**src/rtl/sipo_frame.sv**
```systemverilog
// Serial-in/parallel-out deserialiser: collects WIDTH qualified bits, then holds the
// assembled word on po under a valid/ready handshake with sticky overrun detection.
module sipo_frame #(
   parameter int WIDTH     = 4,
   parameter bit LSB_FIRST = 1'b0
) (
   input  logic                         clk,
   input  logic                         clr,
   input  logic                         si,
   input  logic                         si_en,
   input  logic                         flush,
   input  logic                         po_ready,
   output logic [WIDTH-1:0]             po,
   output logic                         po_valid,
   output logic                         overrun,
   output logic                         so,
   output logic [$clog2(WIDTH+1)-1:0]   bit_cnt
);

   localparam int CW = $clog2(WIDTH+1);

   logic [WIDTH-1:0] sr;
   logic [WIDTH-1:0] sr_next;
   logic             shift;
   logic             last_bit;
   logic             complete;
   logic             xfer;

   always_comb begin
      sr_next  = LSB_FIRST ? {si, sr[WIDTH-1:1]} : {sr[WIDTH-2:0], si};
      shift    = si_en & ~flush;
      last_bit = (bit_cnt == CW'(WIDTH-1));
      complete = shift & last_bit;
      xfer     = po_valid & po_ready;
   end

   assign so = LSB_FIRST ? sr[0] : sr[WIDTH-1];

   // NOTE: all state here uses non-blocking assignments so every register samples
   // pre-edge values; blocking would let sr_next/bit_cnt race within the edge.
   always_ff @(posedge clk or posedge clr) begin
      if (clr) begin
         sr       <= '0;
         bit_cnt  <= '0;
         po       <= '0;
         po_valid <= 1'b0;
         overrun  <= 1'b0;
      end else begin
         if (flush) begin
            sr      <= '0;
            bit_cnt <= '0;
         end else if (si_en) begin
            sr      <= sr_next;
            bit_cnt <= last_bit ? '0 : bit_cnt + CW'(1);
         end

         // A completing frame wins over a transfer; it only counts as overrun
         // when the pending word was not accepted in this same cycle.
         if (complete) begin
            po       <= sr_next;
            po_valid <= 1'b1;
            if (po_valid && !po_ready)
               overrun <= 1'b1;
         end else if (xfer) begin
            po_valid <= 1'b0;
         end
      end
   end

endmodule

```
**config.mk**
```make
export PLATFORM = sky130hd
export DESIGN_NAME = sipo_frame
export DESIGN_NICKNAME = d
export VERILOG_FILES = /design/src/rtl/sipo_frame.sv
export SDC_FILE = /design/constraint.sdc
export NUM_CORES = 1
export LEC_CHECK = 0
export ABC_AREA = 1
export CAP_MARGIN = 15
export CORE_AREA = 4 4 41 43
export DETAILED_ROUTE_END_ITERATION = 7
export DIE_AREA = 0 0 45 47
export PLACE_DENSITY = 0.72
export SLEW_MARGIN = 20
export SYNTH_ARGS = -nofsm -noshare
export SYNTH_HDL_FRONTEND = slang
export SYNTH_SLANG_ARGS = --single-unit
```
**constraint.sdc**
```tcl
create_clock -name clk -period 1.5 [get_ports clk]
set_clock_uncertainty 0.15 [all_clocks]
set_input_delay 0.15 -clock clk [delete_from_list [all_inputs] [get_ports clk]]
set_output_delay 0.15 -clock clk [all_outputs]
set_load 0.01 [all_outputs]
```
==> impl_metrics.ini <==
[status]
status = completed

[floorplan]
boundaryPins = 16
core-area_um2 = 1300
die_area_um2 = 2120
die_x_um = 45
rows = 13
die_height_um = 47
initial_core_util_pct = 42.8

[cells_and_area]
layoutNonFillerInstCount = 99
fin_nets = 92
n_antenna_cell = 0
layout-drive-gt1-share_pct = 11.9
nFillCells = 123
seqCellArea_um2 = 325
multi_input_area_um2 = 198
syn2layout_area_growth_pct = 40.4
final_area_um2 = 782

[yosys]
netlist_area_um2 = 557
synth-seq-cells = 13
ys_seq_area_share_pct = 58.4
yosys-top-cells-area = dfrtp_1, nand2_1, nand3_1
yosysWarnings = 0
syn_area_per_cell_um2 = 8.98
synth_top_area_share_pct = 58.4
syn-num-nets = 69
yosys.area.top_type = dfrtp_1
synthCells = 62
synth_cell_types = 12

[timing]
fin_crit_sh_pct = 98.0
finalSetupViolations = 0
slew_headroom_pct = 67.8
worst_pin_slew_ns = 0.483
tns_ns = 0
min_period_ns = 1.47
finalMaxSlewViolations = 0
hold_viol_final = 0
max_freq_mhz = 680

[drt]
drc = 0
post_drt_via_cell_ratio = 4.65
wirelength_mm = 1.04
ant_nets = 0
vias = 460
dr.pass1.iters = 4
drtIter0Drc = 4
wl_per_cell_um = 10.5

[clock_network]
clk_latency_ns = 0.27
cts_buffers = 3
clock-root-buffer = clkbuf_4
cts_hold_buffers = 0
htreeDepth = 1
clkSlewWorstSetupHoldPaths_ns = 0.08
cts_buffer_depth = 2
clock_sinks = 13
cts_tree = done

[worst_setup_path]
worstSetupPathType = register to primary output
worstPathCellList = clkdlybuf4s50_1
r2r_cells = 6
timing.critical_path.from = bit_cnt[2]
crit_buf_inv = 1
cp_max_fo = 2
r2r-end = po[0]
r2r_start = bit_cnt[0]
critical_path_arrival_ns = 1.17
cp-end-kind = primary output
regToRegSetupSlack_ns = 0.22
slowest_stage = clkdlybuf4s50_1
worst_setup_path_start_kind = register
critPathMaxStageDelay_ns = 0.54
worstPathRequired_ns = 1.20
critPathTopFamily = buffers and inverters

[global_routing]
grt_first_pass_wirelength_mm = 1.84
gr-total-overflow = 0
grt_pass1_vias = 465
globalRouteTotalUtil_pct = 12.2
antenna_found_initial = 0
grt_max_degree = 14

[placed_design]
placement.io_buffers = 15
dp.cells = 94
placed_area_um2 = 737
place_congestion = 0.748
hpwl_um = 804

[pwr]
ir_drop_uv = 511
p_leak_nw = 0.488
power_density_nw_per_um2 = 855

[run]
cap_violations = 0

[min_path]
hold_class = input pin to asynchronous set/reset pin
==> how the worst max path moves through the flow <==
stage / end / slack, ns / cells after the start
final: bit_cnt[2] / 0.03 / 1
after global routing: overrun / -0.003 / 1
after CTS: bit_cnt[1] / 0.008 / 1
after detailed placement: po[0] / 0.15 / 6
after global placement: po[1] / 0.18 / 6
after floorplan: po[0] / 0.28 / 6
==> synth_stat cells <==
cell / instances
inv_1: 6
nand3b_1: 1
dfrtp_1: 13
ha_1: 1
nand3_1: 6
nor2_1: 3
o21ai_1: 1
buf_6: 1
nand2_1: 26
nand2_2: 1
nor2_4: 2
o21ai_0: 1
==> what timing repair did <==
item	4_1_cts	5_1_grt
resized for setup	1	5
setup buffers	1	0
setup endpoints to repair	2	5
==> flip-flops by register name (all words and copies together), names as in the netlist <==
name and flops:
bit_cnt 3, overrun 1, po 4, po_valid 1
sr 4
==> power breakdown <==
part           internal (W)  switching (W)  leakage, nW
registers          0.000365     0.00000926        0.173
logic             0.0000434      0.0000422        0.300
clock network      0.000103       0.000106       0.0150
total              0.000511       0.000157        0.488
==> per-stage QoR <==
step | util [%] | setup WS, ns | power (W) | hold WS (ns)
floorplan | - | 0.280 | 0.000421 | -0.123
global placement | 56.6 | 0.176 | 0.000470 | 0.299
detailed placement | 56.6 | 0.149 | 0.000473 | 0.309
CTS | 59.1 | 0.00805 | 0.000682 | 0.0674
global route | 60.1 | -0.00346 | 0.000706 | 0.0972
finish | 60.1 | 0.0300 | 0.000669 | 0.0469
==> per-layer routing <==
| metal | part of all wire, % | track usage, % | wire length, um |
|---|---|---|---|
| met1 | 46 | 14.5 | 479 |
| met2 | 48 | 19.8 | 501 |
| met3 | 3.5 | 2.30 | 36 |
| met4 | 2.4 | 8.77 | 25 |
| met5 | 0 | 0 | 0 |
==> cell usage in the layout (no fill, tap or decap) <==
master / count
nand2_1: 26
dfrtp_1: 13
clkdlybuf4s50_1: 9
inv_1: 6
nand3_1: 6
dlymetal6s2s_1: 5
buf_4: 4
nor2_1: 3
clkbuf_4: 3
nor2_4: 2
nand3b_1: 1
o21ai_0: 1
nand2_2: 1
o21ai_1: 1
ha_1: 1
clkbuf_1: 1
dlygate4sd2_1: 1
==> logic make-up after synthesis <==
| family | Yosys count | synth area share, % |
|---|---|---|
| and+or+nand+nor | 39 | 31.5 |
| DFF | 13 | 58.4 |
| adders and majority gates | 1 | 2.25 |
| buffers and inverters | 7 | 6.07 |
| AOI/OAI and AO/OA | 2 | 1.80 |
==> cell type report <==
cell class              instances  area share, %
flip-flops and latches         13           41.6
multi-input cells              42           25.3
repair buffers                 19           24.5
clock buffers                   4           3.36
inverters                       6           2.88
well taps                      15           2.40
No activity file was read; power rests on OpenSTA's default activity.
